## src/rtl/ptvm_vend_ctrl.sv

```systemverilog
// ptvm_vend_ctrl -- multi-product vending controller.
//
// Accumulates credit from a 3-bit coin acceptor and vends one of NUM_PROD
// products when credit covers its price. Remaining credit, or all credit
// after a cancel, is paid back one coin per cycle on the change port.
//
// Ports:
//   clock        rising-edge clock
//   reset        asynchronous, active-high; clears state and credit
//   coin         coin code (0 none, 1..5 valid, 6/7 invalid)
//   sel          product index
//   sel_valid    purchase request for sel
//   cancel       refund all credit (only honoured in CREDIT)
//   vend         one-cycle dispense pulse
//   vend_id      product dispensed, valid while vend=1
//   change       coin code paid back this cycle (0 = none)
//   coin_reject  one-cycle pulse: inserted coin returned unaccepted
//   credit       current credit in nickel units
//   state        FSM state (IDLE=0 CREDIT=1 VEND=2 CHANGE=3 REFUND=4)
//
// Build option:
//   PTVM_QUARTER_CHANGE_EN  when defined, change/refund pays QUARTERs first;
//                           otherwise only DIMEs and NICKELs are returned.
module ptvm_vend_ctrl #(
  parameter int NUM_PROD   = 4,
  parameter int SEL_W      = 2,
  parameter int CREDIT_W   = 8,
  parameter int MAX_CREDIT = 20,
  parameter logic [8*NUM_PROD-1:0] PRICE_LIST = {8'd5, 8'd4, 8'd3, 8'd2}
) (
  input  logic                clock,
  input  logic                reset,
  input  logic [2:0]          coin,
  input  logic [SEL_W-1:0]    sel,
  input  logic                sel_valid,
  input  logic                cancel,
  output logic                vend,
  output logic [SEL_W-1:0]    vend_id,
  output logic [2:0]          change,
  output logic                coin_reject,
  output logic [CREDIT_W-1:0] credit,
  output logic [2:0]          state
);

  typedef enum logic [2:0] {
    IDLE   = 3'd0,
    CREDIT = 3'd1,
    VEND   = 3'd2,
    CHANGE = 3'd3,
    REFUND = 3'd4
  } state_t;

  state_t st;

  // Nickel value of a coin code; invalid codes map to 0.
  function automatic logic [2:0] coin_value(input logic [2:0] code);
    logic [2:0] v;
    v = 3'd0;
    if (code >= 3'd1 && code <= 3'd5) v = code;
    return v;
  endfunction

  // Price of a product; out-of-range indices return 0 (never used to vend).
  function automatic logic [CREDIT_W-1:0] price_of(input logic [SEL_W-1:0] idx);
    logic [CREDIT_W-1:0] p;
    p = '0;
    for (int i = 0; i < NUM_PROD; i++) begin
      if (i == int'(idx)) p = CREDIT_W'(PRICE_LIST[i*8 +: 8]);
    end
    return p;
  endfunction

  // Largest returnable coin not exceeding the remaining credit. For the
  // codes used here (1, 2, 5) the code equals its nickel value.
  function automatic logic [2:0] change_coin(input logic [CREDIT_W-1:0] c);
    logic [2:0] code;
    code = 3'd0;
`ifdef PTVM_QUARTER_CHANGE_EN
    if (c >= CREDIT_W'(5))      code = 3'd5;
    else if (c >= CREDIT_W'(2)) code = 3'd2;
    else if (c >= CREDIT_W'(1)) code = 3'd1;
`else
    if (c >= CREDIT_W'(2))      code = 3'd2;
    else if (c >= CREDIT_W'(1)) code = 3'd1;
`endif
    return code;
  endfunction

  logic [2:0]          val;
  logic [CREDIT_W:0]   sum;
  logic                coin_ok;
  logic                sel_ok;
  logic [CREDIT_W-1:0] price;
  logic [2:0]          chg;

  always_comb begin
    val     = coin_value(coin);
    // One extra bit so the ceiling test cannot wrap.
    sum     = {1'b0, credit} + (CREDIT_W+1)'(val);
    coin_ok = (val != 3'd0) && (sum <= (CREDIT_W+1)'(MAX_CREDIT));
    sel_ok  = int'(sel) < NUM_PROD;
    price   = price_of(sel);
    chg     = change_coin(credit);
  end

  assign state = st;

  always_ff @(posedge clock or posedge reset) begin
    if (reset) begin
      st          <= IDLE;
      credit      <= '0;
      vend        <= 1'b0;
      vend_id     <= '0;
      change      <= 3'd0;
      coin_reject <= 1'b0;
    end else begin
      vend        <= 1'b0;
      change      <= 3'd0;
      coin_reject <= 1'b0;
      case (st)
        IDLE, CREDIT: begin
          if (st == CREDIT && cancel) begin
            // Cancel beats any coin or selection presented alongside it.
            st <= REFUND;
            if (coin != 3'd0) coin_reject <= 1'b1;
          end else if (coin != 3'd0) begin
            // A coin always takes priority over a selection this cycle.
            if (coin_ok) begin
              credit <= sum[CREDIT_W-1:0];
              st     <= CREDIT;
            end else begin
              coin_reject <= 1'b1;
            end
          end else if (st == CREDIT && sel_valid && sel_ok && credit >= price) begin
            st      <= VEND;
            vend    <= 1'b1;
            vend_id <= sel;
            credit  <= credit - price;
          end
        end
        VEND: begin
          if (coin != 3'd0) coin_reject <= 1'b1;
          st <= (credit != '0) ? CHANGE : IDLE;
        end
        CHANGE, REFUND: begin
          if (coin != 3'd0) coin_reject <= 1'b1;
          if (credit != '0) begin
            change <= chg;
            credit <= credit - CREDIT_W'(chg);
          end else begin
            st <= IDLE;
          end
        end
        default: st <= IDLE;
      endcase
    end
  end

endmodule

```

## config.mk

```make
export PLATFORM = sky130hd
export DESIGN_NAME = ptvm_vend_ctrl
export DESIGN_NICKNAME = d
export VERILOG_FILES = /design/src/rtl/ptvm_vend_ctrl.sv
export SDC_FILE = /design/constraint.sdc
export NUM_CORES = 1
export LEC_CHECK = 0
export BUFFER_PORTS_ARGS = -buffer_cell sky130_fd_sc_hd__buf_2
export CAP_MARGIN = 20
export CORE_ASPECT_RATIO = 2
export CORE_MARGIN = 5
export CORE_UTILIZATION = 26
export CTS_BUF_LIST = sky130_fd_sc_hd__clkbuf_16
export CTS_CLUSTER_SIZE = 10
export DETAILED_ROUTE_END_ITERATION = 6
export PLACE_DENSITY = 0.54
export SLEW_MARGIN = 20
export SYNTH_ARGS = -nofsm -noshare
export SYNTH_HDL_FRONTEND = slang
export SYNTH_SLANG_ARGS = --single-unit
```

## constraint.sdc

```tcl
create_clock -name clock -period 3.3 [get_ports clock]
set_clock_uncertainty 0.2 [all_clocks]
set_input_delay 0.495 -clock clock [delete_from_list [all_inputs] [get_ports clock]]
set_output_delay 0.495 -clock clock [all_outputs]
set_load 0.02 [all_outputs]
```

# Yosys cells after proc, flatten, opt, wreduce, memory -nomap -nowiden
# Index checks and enable logic that the tools add are counted.
# op_classes
add_sub_neg	3
n_mul	0
n_div	0
n_lt_le_gt_ge	6
n_eq_ne	14
shift	0
n_mux	31
n_bitwise	2
reduce_logical	17
# op_table
operator	n
two-way mux 8 bit	8
two-way mux 3 bit	8
case mux 8 bit (2 select lines)	1
adder 8 x 3 -> 9 bit	1
less-or-equal comparator 9 x 5 -> 1 bit (second input constant)	1
two-way mux 1 bit	9
case mux 3 bit (3 select lines)	1
greater-or-equal comparator 8 x 1 -> 1 bit (second input constant)	1
greater-or-equal comparator 8 x 2 -> 1 bit (second input constant)	1
greater-or-equal comparator 8 bit	1
!= test 4 bit (second input constant)	2
nonzero test 8 bit	1
subtractor 8 x 3 -> 8 bit	1
subtractor 8 bit	1
== test 3 x 2 -> 1 bit (second input constant)	2
two-way mux 2 bit	3
!= test 2 bit (second input constant)	3
!= test 3 bit (second input constant)	2
nonzero test 3 bit	2
logical AND 1 bit	5
AND reduction 5 bit	1
== test 2 bit (first input constant)	2
AND reduction 4 bit	1
OR reduction 2 bit	2
12 further kinds	13
# word_totals
register_bits	18
latchBits	0
ramBits	0
mem_bits_ro	0
in_bits	9
output_inout_bits	18
n_memories	0

# Longest topological paths before layout
# logic_depth
word_depth	11
depth_mapped	12
depth_no_buf	11

# Worst setup path before layout
# No wires, ideal clock.
# synth_timing
kind	flip-flop to flip-flop
start	register credit[3]
end	register credit[7]
setup_time_ns	0.133
t_arrival_ns	2.976
slack_ns	-0.009
path_stages_with_launch	12
path_buffers	1
period_less_slack_ns	3.309
path_cell_list	dfrtp_1 buf_6 or4_4 nor4_1 inv_1 nor2_1 ha_1 nor2b_1 or4_1 a2111oi_0 o211ai_1 xnor2_1
# synth_via
elab_chain_cells	6
elab_cells_between_ends	22
# synth_rtl
element	line_no	source
start: declaration	41	output logic [CREDIT_W-1:0] credit,
start signal: assignment	129	credit <= sum[CREDIT_W-1:0];
start signal: assignment	138	credit <= credit - price;
start signal: assignment	149	credit <= credit - CREDIT_W'(chg);
greater-or-equal comparator 8 x 1 -> 1 bit	84	else if (c >= CREDIT_W'(1)) code = 3'd1;
two-way mux 1 bit	84	
two-way mux 2 bit	83	if (c >= CREDIT_W'(2)) code = 3'd2;
subtractor 8 x 3 -> 8 bit	149	
two-way mux 8 bit	147	if (credit != '0) begin
case mux 8 bit (2 select lines)	120	case (st)
# Several ways; a longest one is shown, not always the timed one. The select of a mux whose other input is x is not followed.
# A chain may end at the register's enable or synchronous reset.

# Worst setup path after layout
# layout_timing
start	input coin[1]
end	register st[0], in the netlist state[0]
# layout_via
elab_chain_cells	8
elab_cells_between_ends	15
# layout_rtl
element	line_no	source
start: declaration	33	input logic [2:0] coin,
greater-or-equal comparator 3 x 1 -> 1 bit or less-or-equal comparator 3 bit (tied branches)	59	if (code >= 3'd1 && code <= 3'd5) v = code;
logical AND 1 bit	59	
two-way mux 3 bit	59	
adder 8 x 3 -> 9 bit	99	sum = {1'b0, credit} + (CREDIT_W+1)'(val);
less-or-equal comparator 9 x 5 -> 1 bit	100	coin_ok = (val != 3'd0) && (sum <= (CREDIT_W+1)'(MAX_CREDIT));
logical AND 1 bit	100	
!= test 4 bit (no source line)	-	
AND reduction 3 bit (no source line)	-	
end signal: assignment	143	st <= (credit != '0) ? CHANGE : IDLE;
end: declaration	53	state_t st;
# Several ways; a longest one is shown, not always the timed one.

==> flow_metrics.tcl <==
set metrics [dict create \
    worstPathCellList "buf_2, nand2_2, and2_1, ha_2, fa_1, xor2_2, a22oi_1, o21ai_0, a2111oi_4, buf_4, or4b_1, nand3_1" \
    hpwl_um 3680 \
    cts_sinks 17 \
    timing.hold.ws_ps 147 \
    ant_nets 0 \
    vias_per_cell 5.35 \
    die_y_um 117 \
    power.internal_mw 1.05 \
    ctsRootBufferMaster "clkbuf_16" \
    start_util 0.265 \
    cp_max_fo 5 \
    startpoint_type "input port" \
    totalWireLength_um 4500 \
    globalRouteTotalUtil 0.126 \
    fin_crit_ps 3150 \
    antenna_found_initial 0 \
    cts_tree "done" \
    synth_seq_cells 17 \
    switching_power_mw 0.953 \
    synthArstFlopShare 1.00 \
    syn_area_per_cell_sq_um 9.04 \
    wire_per_inst_um 16.7 \
    power_frac_comb 0.675 \
    first_pass_iters 4 \
    finalSetupViolCount 0 \
    netlist.area_leader.share 0.284 \
    clkTransAtPathRegs_ps 50 \
    utilization 0.346 \
    grt_pass1_wl_um 7600 \
    powerDensity_nw_per_um2 1020 \
    p_sw_frac 0.477 \
    drive_above_1_share 0.344 \
    layout.area.seq_sq_um 425 \
    place_inst 264 \
    tightestPinTransition_ps 692 \
    multiInputGateArea_sq_um 1040 \
    ys.flop_type "dfrtp_1" \
    diodes 0 \
    ys_types 55 \
    finalCritPeriodShare 0.955 \
    cts.path.max_buffers 2 \
    syn_to_final_growth_pct 30.4 \
    fp.dieArea_sq_um 7480 \
    place_ws_ps -149 \
    postSynthCellCount 166 \
    power_frac_seq 0.204 \
    routabilityCongestion 0.854 \
    htreeDepth 1 \
    overflow 0 \
    synth_area_sq_um 1500 \
    slew_viol_final 0 \
    slew_headroom 0.538 \
    critPathKind "input port to flip-flop" \
    synth_nets 186 \
    portBuffers 25 \
    num_rows 39 \
    stdcell_count 270 \
    io_pins 27 \
    power.leakage_nw 0.914 \
    critPathArrivalTime_ps 3140 \
    insertion_delay_ps 250 \
    synth_warnings 0 \
    drc 0 \
    finalNetCount 230 \
    grt_max_degree 18 \
    grt_pass1_vias 1600 \
    clockPowerShare 0.121 \
    die_w_um 63.7 \
    timing.max_cap.violations 0 \
    cpPeakStageDelay_ps 490 \
    drtIter0Drc 32 \
    coreArea_sq_um 5660 \
    fmax_mhz 317 \
    finalHoldViolations 0 \
    synth_edf_count 0 \
    required_ps 3280 \
    peakVddDrop_uv 414 \
    dr_total_vias 1444 \
    status "complete, no violations" \
    cts_buffers 3 \
    synth.area.top_cells "dfrtp_1 (28%), ha_1 (6.7%), a21oi_1 (4.0%)" \
    synth_seq_area_share 0.284 \
    yosysTopAreaCell "dfrtp_1" \
    slowest_stage "or4b_1" \
    min_path_type "input port to asynchronous set/reset pin" \
    worst_slack_ps 150 \
    nFillCells 595 \
    cp-end-kind "flip-flop" \
]
-- logic make-up after synthesis --
group                    share of synthesized area
adder cells (fa/ha/maj)                      0.107
multiplexers                                0.0434
buffers and inverters                       0.0625
flip-flops                                   0.284
other                                      0.00250
AO/OA/AOI/OAI                                0.239
AND/OR/NAND/NOR                              0.221
XOR/XNOR                                    0.0409
-- what timing repair did --
item | 4_1_cts | 5_1_grt
endpoints found under the setup margin | 0 | 10
buffers inserted | 0 | 2
resized for setup | 0 | 10
hold buffers | 0 | 0
-- stage by stage --
step | TNS, ps | total power [mW] | instance area (sq um)
after floorplan | 0 | 1.25 | 1510
after global placement | -313 | 1.66 | 1810
after detailed placement | -647 | 1.68 | 1810
after CTS | 0 | 1.92 | 1890
after global routing | -25.3 | 2.17 | 1960
final | 0 | 2.00 | 1960
-- path summary, 6_finish.rpt --
kind	slack (ps)	endpoint	cells after the start	startpoint
min in group clock	310	vend_id[0]	1	vend_id[0]
worst max-delay path	150	state[0]	12	coin[1]
worst min-delay path	150	vend_id[1]	2	reset
worst min register to register	310	vend_id[0]	1	vend_id[0]
worst max register to register	220	credit[7]	10	credit[3]
max in group asynchronous	2310	coin_reject	2	reset
-- placed cells by master, fill, tap and decap left out, drive strengths merged, types with 7 or more instances in the layout --
master / instances
buf: 49
dfrtp: 17
a21oi: 12
nor2: 10
inv: 9
nand2: 9
o21ai: 8
ha: 8
nor2b: 7
-- power by group through the flow --
| stage | Sequential, mW | Clock, mW | Combinational (mW) |
|---|---|---|---|
| detailed placement | 0.404 | 0 | 1.27 |
| global placement | 0.405 | 0 | 1.26 |
| floorplan | 0.494 | 0 | 0.760 |
| CTS | 0.402 | 0.245 | 1.27 |
| global route | 0.426 | 0.255 | 1.49 |
| finish | 0.409 | 0.242 | 1.35 |
-- cells in the mapped netlist, types with 2 or more instances --
cell type  count
nand2_1        9
a21o_1         3
inv_1          9
ha_1           8
and3_1         3
or2_2          2
a21oi_1       12
buf_2          3
fa_1           3
buf_6          2
dfrtp_1       17
or3_1          2
nor3_1         4
nor2b_1        7
o31ai_1        2
a2bb2oi_1      2
nand3_1        5
mux2i_1        2
xnor2_1        5
clkbuf_1       4
mux2_2         3
o221ai_1       3
a211oi_1       5
nand4b_1       2
o21ai_0        7
nor2_1        10
xor2_1         2
o211ai_1       3
-- worst max-delay path, delay by kind of cell --
| family | cells | cell delay [ps] |
|---|---|---|
| buffers and inverters | 2 | 270 |
| AND/OR/NAND/NOR | 4 | 760 |
| AO/OA/AOI/OAI | 3 | 640 |
| XOR/XNOR | 1 | 300 |
| adder cells (fa/ha/maj) | 2 | 650 |
-- flip-flops by register name, indices dropped and copies added (netlist names) --
name and count:
vend_id 2, vend 1, credit 8, coin_reject 1
change 2, state 3
-- layout make-up --
class / count / area share
tap: 61 / 0.0390
sequential: 17 / 0.217
clock buffer: 3 / 0.0384
timing repair buffer: 49 / 0.156
clock inverter: 1 / 0.00256
inverter: 9 / 0.0173
multi-input combinational: 130 / 0.529
-- per-layer routing --
layer,vias up,GRT usage,routed length (um)
met4,0,0.0923,238
met2,43,0.237,2670
li1,694,-,-
met5,-,0,0
met1,692,0.123,1470
met3,15,0.00574,116
(Power assumes the default switching activity.)
